`src/rtl/gf_pkg.sv`:
```
// Shared types and helpers for the digit-serial carry-less multiplier.
// Optional modular reduction is enabled by defining GF_MULT_REDUCE_EN.
package gf_pkg;

  typedef enum logic [1:0] {IDLE, RUN, REDUCE, DONE} gf_mult_state_t;

  // Fixed upper bounds let one function serve every parameterisation; callers size-cast.
  localparam int unsigned MaxWidth = 64;
  localparam int unsigned MaxDigit = 64;
  localparam int unsigned MaxProd  = MaxWidth + MaxDigit - 1;

  function automatic logic [MaxProd-1:0] clmul_digit(input logic [MaxWidth-1:0] a,
                                                     input logic [MaxDigit-1:0] d);
    logic [MaxProd-1:0] res;
    res = '0;
    for (int unsigned j = 0; j < MaxDigit; j++) begin
      if (d[j]) res = res ^ (MaxProd'(a) << j);
    end
    return res;
  endfunction

  function automatic bit gf_cfg_ok(input int unsigned w, input int unsigned d);
    return (w >= 2) && (w <= MaxWidth) && (d >= 1) && (d <= w) && ((w % d) == 0);
  endfunction

endpackage

```
`src/rtl/gf_digit_mac.sv`:
```
// One W x D carry-less partial product, shifted to digit position k and XORed into the
// accumulator. Purely combinational; reused on every RUN cycle.
module gf_digit_mac
  import gf_pkg::*;
#(
  parameter int unsigned DATA_WIDTH  = 32,
  parameter int unsigned DIGIT_WIDTH = 4,
  parameter int unsigned CNT_WIDTH   = 4
) (
  input  logic [2*DATA_WIDTH-1:0] acc_i,
  input  logic [DATA_WIDTH-1:0]   a_i,
  input  logic [DIGIT_WIDTH-1:0]  digit_i,
  input  logic [CNT_WIDTH-1:0]    k_i,
  output logic [2*DATA_WIDTH-1:0] acc_o
);

  localparam int unsigned ProdW = DATA_WIDTH + DIGIT_WIDTH - 1;

  logic [ProdW-1:0]        pp;
  logic [2*DATA_WIDTH-1:0] pp_ext;

  always_comb begin
    pp     = ProdW'(clmul_digit(MaxWidth'(a_i), MaxDigit'(digit_i)));
    pp_ext = (2*DATA_WIDTH)'(pp);
    acc_o  = acc_i ^ (pp_ext << (32'(k_i) * DIGIT_WIDTH));
  end

endmodule

```
`src/rtl/gf_mult_digit_serial.sv`:
```
// Digit-serial GF(2)[x] multiplier with valid/ready handshakes on both sides.
// Define GF_MULT_REDUCE_EN to add the poly port and reduction into GF(2^DATA_WIDTH).
module gf_mult_digit_serial
  import gf_pkg::*;
#(
  parameter int unsigned DATA_WIDTH  = 32,
  parameter int unsigned DIGIT_WIDTH = 4
) (
  input  logic                    clk,
  input  logic                    rst_n,
  input  logic                    in_valid,
  output logic                    in_ready,
  input  logic [DATA_WIDTH-1:0]   a,
  input  logic [DATA_WIDTH-1:0]   b,
`ifdef GF_MULT_REDUCE_EN
  input  logic [DATA_WIDTH-1:0]   poly,
`endif
  output logic                    out_valid,
  input  logic                    out_ready,
  output logic [2*DATA_WIDTH-1:0] out,
  output logic                    busy
);

  localparam int unsigned N    = DATA_WIDTH / DIGIT_WIDTH;
  localparam int unsigned CntW = $clog2(N) + 1;
  localparam logic [CntW-1:0] KLast = CntW'(N - 1);

  if (!gf_cfg_ok(DATA_WIDTH, DIGIT_WIDTH)) begin : g_cfg_err
    $error("gf_mult_digit_serial: DIGIT_WIDTH must divide DATA_WIDTH (W >= 2, W <= 64)");
  end

  gf_mult_state_t          state_q, state_d;
  logic [CntW-1:0]         k_q, k_d;
  logic [DATA_WIDTH-1:0]   a_q, a_d;
  logic [DATA_WIDTH-1:0]   b_q, b_d;
  logic [2*DATA_WIDTH-1:0] acc_q, acc_d;
  logic [2*DATA_WIDTH-1:0] mac_acc;
  logic [DIGIT_WIDTH-1:0]  digit;
  logic                    accept;

  assign digit = DIGIT_WIDTH'(b_q >> (32'(k_q) * DIGIT_WIDTH));

  gf_digit_mac #(
    .DATA_WIDTH  (DATA_WIDTH),
    .DIGIT_WIDTH (DIGIT_WIDTH),
    .CNT_WIDTH   (CntW)
  ) u_mac (
    .acc_i   (acc_q),
    .a_i     (a_q),
    .digit_i (digit),
    .k_i     (k_q),
    .acc_o   (mac_acc)
  );

`ifdef GF_MULT_REDUCE_EN
  logic [DATA_WIDTH-1:0]   poly_q, poly_d;
  logic [2*DATA_WIDTH-1:0] red_acc;
  logic [2*DATA_WIDTH-1:0] modulus;
  int unsigned             red_top;
  int unsigned             red_idx;

  // Pass k folds the window [2W-1-k*D -: D]; every bit there is >= W, and lower bits of the
  // same window may be set by the higher folds, hence the high-to-low order.
  always_comb begin
    modulus = (2*DATA_WIDTH)'({1'b1, poly_q});
    red_acc = acc_q;
    red_top = 2 * DATA_WIDTH - 1 - 32'(k_q) * DIGIT_WIDTH;
    red_idx = 0;
    for (int unsigned t = 0; t < DIGIT_WIDTH; t++) begin
      red_idx = red_top - t;
      if (red_acc[red_idx]) red_acc = red_acc ^ (modulus << (red_idx - DATA_WIDTH));
    end
  end
`endif

  always_comb begin
    state_d = state_q;
    k_d     = k_q;
    a_d     = a_q;
    b_d     = b_q;
    acc_d   = acc_q;
`ifdef GF_MULT_REDUCE_EN
    poly_d  = poly_q;
`endif
    in_ready = rst_n && ((state_q == IDLE) || ((state_q == DONE) && out_ready));
    accept   = in_valid && in_ready;

    unique case (state_q)
      IDLE: ;
      RUN: begin
        acc_d = mac_acc;
        if (k_q == KLast) begin
          k_d = '0;
`ifdef GF_MULT_REDUCE_EN
          state_d = REDUCE;
`else
          state_d = DONE;
`endif
        end else begin
          k_d = k_q + CntW'(1);
        end
      end
`ifdef GF_MULT_REDUCE_EN
      REDUCE: begin
        acc_d = red_acc;
        if (k_q == KLast) begin
          k_d     = '0;
          state_d = DONE;
        end else begin
          k_d = k_q + CntW'(1);
        end
      end
`endif
      DONE: if (out_ready) state_d = IDLE;
      default: state_d = IDLE;
    endcase

    // Accept only happens in IDLE or DONE, so it overrides whatever the case chose.
    if (accept) begin
      a_d     = a;
      b_d     = b;
      acc_d   = '0;
      k_d     = '0;
      state_d = RUN;
`ifdef GF_MULT_REDUCE_EN
      poly_d  = poly;
`endif
    end

    out_valid = (state_q == DONE);
    out       = out_valid ? acc_q : '0;
    busy      = (state_q != IDLE);
  end

  always_ff @(posedge clk) begin
    if (!rst_n) begin
      state_q <= IDLE;
      k_q     <= '0;
      a_q     <= '0;
      b_q     <= '0;
      acc_q   <= '0;
`ifdef GF_MULT_REDUCE_EN
      poly_q  <= '0;
`endif
    end else begin
      state_q <= state_d;
      k_q     <= k_d;
      a_q     <= a_d;
      b_q     <= b_d;
      acc_q   <= acc_d;
`ifdef GF_MULT_REDUCE_EN
      poly_q  <= poly_d;
`endif
    end
  end

endmodule

```
`config.mk`:
```
export PLATFORM = sky130hd
export DESIGN_NAME = gf_mult_digit_serial
export DESIGN_NICKNAME = d
export VERILOG_FILES = /design/src/rtl/gf_pkg.sv /design/src/rtl/gf_digit_mac.sv /design/src/rtl/gf_mult_digit_serial.sv
export SDC_FILE = /design/constraint.sdc
export NUM_CORES = 1
export LEC_CHECK = 0
export CAP_MARGIN = 40
export CORE_MARGIN = 4
export CORE_UTILIZATION = 40
export DETAILED_ROUTE_END_ITERATION = 8
export PLACE_DENSITY_LB_ADDON = 0.25
export RECOVER_POWER = 25
export SYNTH_ARGS = -nofsm -noshare
export SYNTH_HDL_FRONTEND = slang
export SYNTH_SLANG_ARGS = --single-unit
```
`constraint.sdc`:
```
create_clock -name clk -period 8 [get_ports clk]
set_input_delay 1.6 -clock clk [delete_from_list [all_inputs] [get_ports clk]]
set_output_delay 1.6 -clock clk [all_outputs]
set_load 0.05 [all_outputs]
```
==> results of run 1 <==
==> routing by layer <==
layer  vias to the layer above  GRT usage, %
li1                       4195             -
met1                      3913          30.2
met2                       373          31.9
met3                        53          4.28
met4                         0          7.06
met5                         -             0
==> worst paths after layout <==
path | slack (ns) | start | to | cells after the start
max reg2reg | 4.03 | k_q[0] | acc_q[35] | 10
min | 0.46 | b_q[24] | b_q[24] | 2
min reg2reg | 0.46 | b_q[24] | b_q[24] | 2
max | 3.07 | out_ready | in_ready | 5
==> Yosys cell counts, types with 4 or more instances <==
| master | n |
|---|---|
| buf_2 | 13 |
| a221oi_1 | 5 |
| dfxtp_1 | 134 |
| buf_6 | 5 |
| or4_1 | 4 |
| o211ai_1 | 7 |
| and2_1 | 7 |
| mux4_2 | 6 |
| clkbuf_1 | 68 |
| nor2b_1 | 6 |
| xor2_1 | 43 |
| nand3_1 | 113 |
| or3_1 | 11 |
| o21ai_0 | 88 |
| xnor2_1 | 72 |
| and3_1 | 69 |
| a21o_1 | 7 |
| nor3_1 | 31 |
| inv_1 | 7 |
| o21a_1 | 11 |
| a21oi_1 | 38 |
| a22o_1 | 5 |
| nand2_1 | 202 |
| a22oi_1 | 12 |
| o22ai_1 | 10 |
| a211o_1 | 5 |
| a22oi_2 | 5 |
| o22a_1 | 4 |
| nand2b_1 | 7 |
| mux2i_1 | 21 |
| nor2_1 | 66 |
==> report_power, final <==
part           switching (uW)  internal [uW]  leakage, uW
Sequential               29.6            699      0.00109
Clock                     345            409     0.000273
Combinational             183            117      0.00243
Total                     558           1230      0.00380
==> worst reg2reg max path: stages, from the launching register on <==
cell	delay, ns
dfxtp_2	0.31
buf_4	0.55
mux2i_1	0.26
a22oi_4	0.78
nand3_1	0.21
xnor2_1	0.29
xnor2_2	0.20
a222oi_1	0.83
nor2_1	0.14
o21a_1	0.21
nor3_1	0.12
==> flip-flops by register name, summed over array words and instances, names as in the netlist <==
name / cells
a_q: 32
k_q: 4
b_q: 32
acc_q: 64
state_q: 2
==> final cells by class <==
type / count / area, um2
inverter: 8 / 30.0
clock buffer: 17 / 425
timing repair buffer: 153 / 1500
fill: 2122 / 10500
clock inverter: 15 / 135
tap: 275 / 344
multi-input combinational: 917 / 5540
sequential: 134 / 2680
==> metrics by stage <==
stage | std cells | hold slack [ns] | util, %
2_1_floorplan | 1149 | 0.433 | -
3_3_place_gp | 1482 | 0.443 | 47.5
3_5_place_dp | 1487 | 0.449 | 47.8
4_1_cts | 1519 | 0.459 | 50.4
5_1_grt | 1519 | 0.479 | 50.4
6_report | 1519 | 0.457 | 50.4
==> cells by family after synthesis <==
family / after synthesis
buf+inv: 98
flops: 134
xor+xnor: 121
fa+ha+maj: 1
simple gates: 537
mux: 29
compound gates: 229
==> metrics.md, run 1 <==
| Metric | Value |
|---|---|
| Status | `completed` |
| Mux share of post-synthesis cell area | `4.29%` |
| WL final | `25.8 mm` |
| FP Rows | `53` |
| Top cell type by total area after synthesis | `dfxtp_1` |
| Antenna violations before repair | `0` |
| Fin. max-slew vios | `0` |
| PortBufs | `134` |
| Minimum clock period after layout | `4.93 ns` |
| Fin area | `0.0107 mm2` |
| Post-CTS repair timing setup buffer count | `0` |
| Fin nets | `1300` |
| DR WL met3 | `1.90 mm` |
| Met1 WL | `12.0 mm` |
| Core Box Area | `0.0212 mm2` |
| Setup crit end kind | `output pin` |
| Layout cells sized above 1 | `under 10%` |
| Area share of xor/xnor cells in the synthesized design | `12.9%` |
| Remaining Overflow, GRT | `0` |
| Maximum vdd drop | `0.142 mV` |
| Yosys reg bits | `134` |
| Hpwl dp | `18.4 mm` |
| CP cell instances | `dlygate4sd3_1, nand3_1, nand2_1, and2_0, clkdlybuf4s50_1` |
| Post-synth EDFFs | `0` |
| I/O pin cnt | `135` |
| TritonCTS Buffers | `17` |
| Tot Pwr | `1780 uW` |
| Crit Path Class | `input port to output pin` |
| Met2 WL | `~11 mm` |
| Req. time, crit path | `roughly 6.4 ns` |
| Global-route wire length before repair | `41.3 mm` |
| Cts hold-fix bufs | `0` |
| H-tree depth | `4` |
| Cts repair resizes | `0` |
| Wire per inst | `17.0 um` |
| Area grow syn2layout | `23.0%` |
| Most frequent cells in the layout | `nand2_1, dfxtp_1, clkdlybuf4s50_1` |
| CP delay by family, top | `buffers and inverters` |
| Hold Path Class | `flop to flop` |
| Power Density | `between 150 and 200 mW/mm2` |
| Largest net degree at the start of global routing | `110` |
| Reg clk slew, reported paths | `0.07 ns` |
| Rel. slew slack | `21.9%` |
| Synth Warn # | `0` |
| # Max-Cap Violations | `0` |
| Clock Path Buffers | `2` |
| Fraction of registers with async set/reset | `0%` |
| Leak Pwr | `0.00380 uW` |
| Share of the synthesized area in the top cell type | `31.0%` |
| GRT Util Overall | `about a fifth` |
| Post-place setup slack | `3.11 ns` |
| Startpoint Class | `input port` |
| Final setup violation count | `0` |
| Post-DR vias/cell | `5.62` |
| Mapped Avg Cell Area | `7.54 um2` |
| Largest fanout on the critical path | `3` |
| Post-synthesis cell count | `1149` |
| Root Buffer | `clkbuf_16` |
| Starting Density | `41.0%` |
| Largest family of logic cells by synthesized area | `simple AND/OR/NAND/NOR gates` |
| Synth Cell Area | `0.00866 mm2` |
| Highest routed layer | `met4` |
| Ant. Diodes | `0` |
| Final hold viol count | `0` |
| Synth Area in Adders | `less than 1%` |
| Critical Path AT | `3.33 ns` |
| First drt pass iteration count | `6` |
| DRC | `0` |
| Initial drt markers | `1020` |
| Post-synthesis sequential area ratio | `31.0%` |
| Post-DP Area | `about 0.01 mm2` |
| Vias | `8534` |
| Post-route setup slack | `3.07 ns` |
| Placer Congestion | `roughly 0.97` |
| Syn Nets | `approximately 1200` |
| Die Ht | `155 um` |
| Synth Area in Compound Gates | `17.3%` |
| Most common cell after layout, fill and taps aside | `nand2_1` |
| RSZ-0062 raised after global routing | `no` |
| CTS sink cnt | `134` |
| CTS tree | `done` |
| Slowest CP cell | `clkdlybuf4s50_1` |
| Fmax | `203 MHz` |
| Die Area | `0.0241 mm2` |
| Antenna Nets Post-Route | `0` |
| Synth Flop Type | `dfxtp_1` |
| Vias in the first global route | `a little under 8000` |
| Worst path max stage delay | `approximately 0.8 ns` |
| Worst skew pair latency | `0.44 ns` |
| Final period util | `61.6%` |
| Final setup TNS | `0 ns` |
| Clk_skew | `0.0135 ns` |
| Yosys cell types | `73` |
| Synth area leaders | `dfxtp_1, nand2_1, xnor2_1` |
| Post-Synth Simple-Gate Area | `between 20 and 30%` |
| Die Wd | `155 um` |
| Slew @ Worst Pin | `about 1.2 ns` |
| WP buf/inv | `2` |
(Power assumes the default switching activity.)
==> inputs of run 2 (changes only) <==
==> constraint.sdc (replaced) <==
create_clock -name clk -period 4 [get_ports clk]
set_input_delay 0.8 -clock clk [delete_from_list [all_inputs] [get_ports clk]]
set_output_delay 0.8 -clock clk [all_outputs]
set_load 0.05 [all_outputs]
==> metrics.md, run 2 (synthesis gave the netlist of run 1 again) <==
| Metric | Value |
|---|---|
| Largest net degree at the start of global routing | `about 120` |
| Final setup violation count | `0` |
| Biggest register | `acc_q` |
| Leak Pwr | `0.00386 uW` |
| FP Rows | `53` |
| Post-DR vias/cell | `5.66` |
| Minimum clock period after layout | `3.48 ns` |
| Worst r2r src | `k_q[0]` |
| Highest routed layer | `met4` |
| Startpoint Class | `flop` |
| FF-to-FF setup slack | `~0.52 ns` |
| Initial drt markers | `roughly 900` |
| Cts repair resizes | `0` |
| Max FFs per register | `64` |
| R2r endpoint | `acc_q[26]` |
| Area grow syn2layout | `24.4%` |
| Met2 WL | `11.8 mm` |
| Global-route wire length before repair | `42.9 mm` |
| Most common cell after layout, fill and taps aside | `nand2_1` |
| Footprint of the multi-input gates | `between 0.005 and 0.006 mm2` |
| Post-CTS repair timing setup buffer count | `0` |
| DR WL met3 | `1.71 mm` |
| Vias in the first global route | `7966` |
| Core Box Area | `0.0212 mm2` |
| Cts hold-fix bufs | `0` |
| Antenna Nets Post-Route | `0` |
| Maximum vdd drop | `0.280 mV` |
| Wire per inst | `17.6 um` |
| Critical Path AT | `3.80 ns` |
| Fin. max-slew vios | `0` |
| Final hold viol count | `0` |
| Fin nets | `1309` |
| PortBufs | `134` |
| Largest regs | `acc_q (64), a_q (32), b_q (32)` |
| Sequential cell area | `0.00268 mm2` |
| Worst skew pair latency | `0.43 ns` |
| Crit Path Class | `flop to flop` |
| Slew @ Worst Pin | `0.961 ns` |
| Placer Congestion | `0.963` |
| Worst Setup SP | `k_q[0]` |
| TritonCTS Buffers | `17` |
| Critical path capture point | `acc_q[26]` |
| Most frequent cells in the layout | `nand2_1, dfxtp_1, clkdlybuf4s50_1` |
| Final period util | `87.0%` |
| Reg2reg path depth | `9` |
| # fillers | `2114` |
| Hold Path Class | `flop to flop` |
| DRC | `0` |
| GRT Util Overall | `21.9%` |
| Starting Density | `between 40% and 50%` |
| Status | `completed` |
| Largest fanout on the critical path | `37` |
| H-tree depth | `4` |
| Power Density | `341 mW/mm2` |
| Clock Path Buffers | `2` |
| WL final | `26.9 mm` |
| First drt pass iteration count | `6` |
| Vias | `8648` |
| Die Area | `0.0241 mm2` |
| Root Buffer | `clkbuf_16` |
| Clk_skew | `0.00891 ns` |
| Rel. slew slack | `a little over a third` |
| Setup crit end kind | `flop` |
| Die Ht | `155 um` |
| Remaining Overflow, GRT | `0` |
| Met1 WL | `12.6 mm` |
| Hpwl dp | `between 15 and 20 mm` |
| Req. time, crit path | `4.32 ns` |
| Hold_ws | `approximately 0.46 ns` |
| Layout cells sized above 1 | `7.34%` |
| CTS tree | `done` |
| Reg clk slew, reported paths | `around 0.060 ns` |
| Fmax | `287 MHz` |
| Die Wd | `~160 um` |
| I/O pin cnt | `roughly 140` |
| # Max-Cap Violations | `0` |
| RSZ-0062 raised after global routing | `no` |
| Antenna violations before repair | `0` |
| Ant. Diodes | `0` |
| CTS sink cnt | `between 100 and 150` |
| Final setup TNS | `0 ns` |
run 2: area by class of cell:
| cell class | instances | area share (%) |
|---|---|---|
| Clock buffer | 17 | 3.95 |
| Inverter | 8 | 0.279 |
| Clock inverter | 15 | 1.56 |
| Timing Repair Buffer | 162 | 14.7 |
| Multi-Input combinational cell | 917 | 51.4 |
| Tap cell | 275 | 3.19 |
| Sequential cell | 134 | 24.9 |
run 2: per-stage QoR:
stage | power (uW) | instances | instance area, um2 | util [%] | setup WS [ns]
after floorplan | 1880 | 1149 | 8660 | - | 1.19
after global placement | 2090 | 1493 | 10200 | 48.0 | 0.517
after detailed placement | 2100 | 1495 | 10200 | 48.2 | 0.558
after CTS | 3690 | 1527 | 10800 | 51.0 | 0.515
after global routing | 3810 | 1528 | 10800 | 50.9 | 0.399
final | 3680 | 1528 | 10800 | 50.9 | 0.519
run 2: worst min-delay path by stage:
stage,to,slack [ns],cells after the start,start
global route,b_q[5],0.47,2,b_q[5]
floorplan,b_q[24],0.43,2,b_q[24]
detailed placement,b_q[5],0.45,2,b_q[5]
CTS,b_q[9],0.46,2,b_q[9]
finish,b_q[16],0.46,2,b_q[16]
global placement,b_q[7],0.45,2,b_q[7]
run 2: worst max-delay path, stage by stage (launching register included):
cell and delay, ns:
dfxtp_2 0.46, buf_4 0.23, buf_4 0.43, clkinv_1 0.64, nand2_1 0.39, nor2_1 0.21
a221oi_1 0.61, or2_2 0.23, a211o_1 0.12, nand2_1 0.05
run 2: power breakdown:
| part | switching, uW | internal (uW) |
|---|---|---|
| Sequential | 65.2 | 1400 |
| Combinational | 370 | 247 |
| Clock | 662 | 934 |
| Total | 1100 | 2580 |
run 2: layer usage:
layer / vias to the layer above / track usage, %
met5: - / 0
met3: 59 / 3.50
li1: 4201 / -
met4: 0 / 7.74
met2: 345 / 33.8
met1: 4043 / 31.2
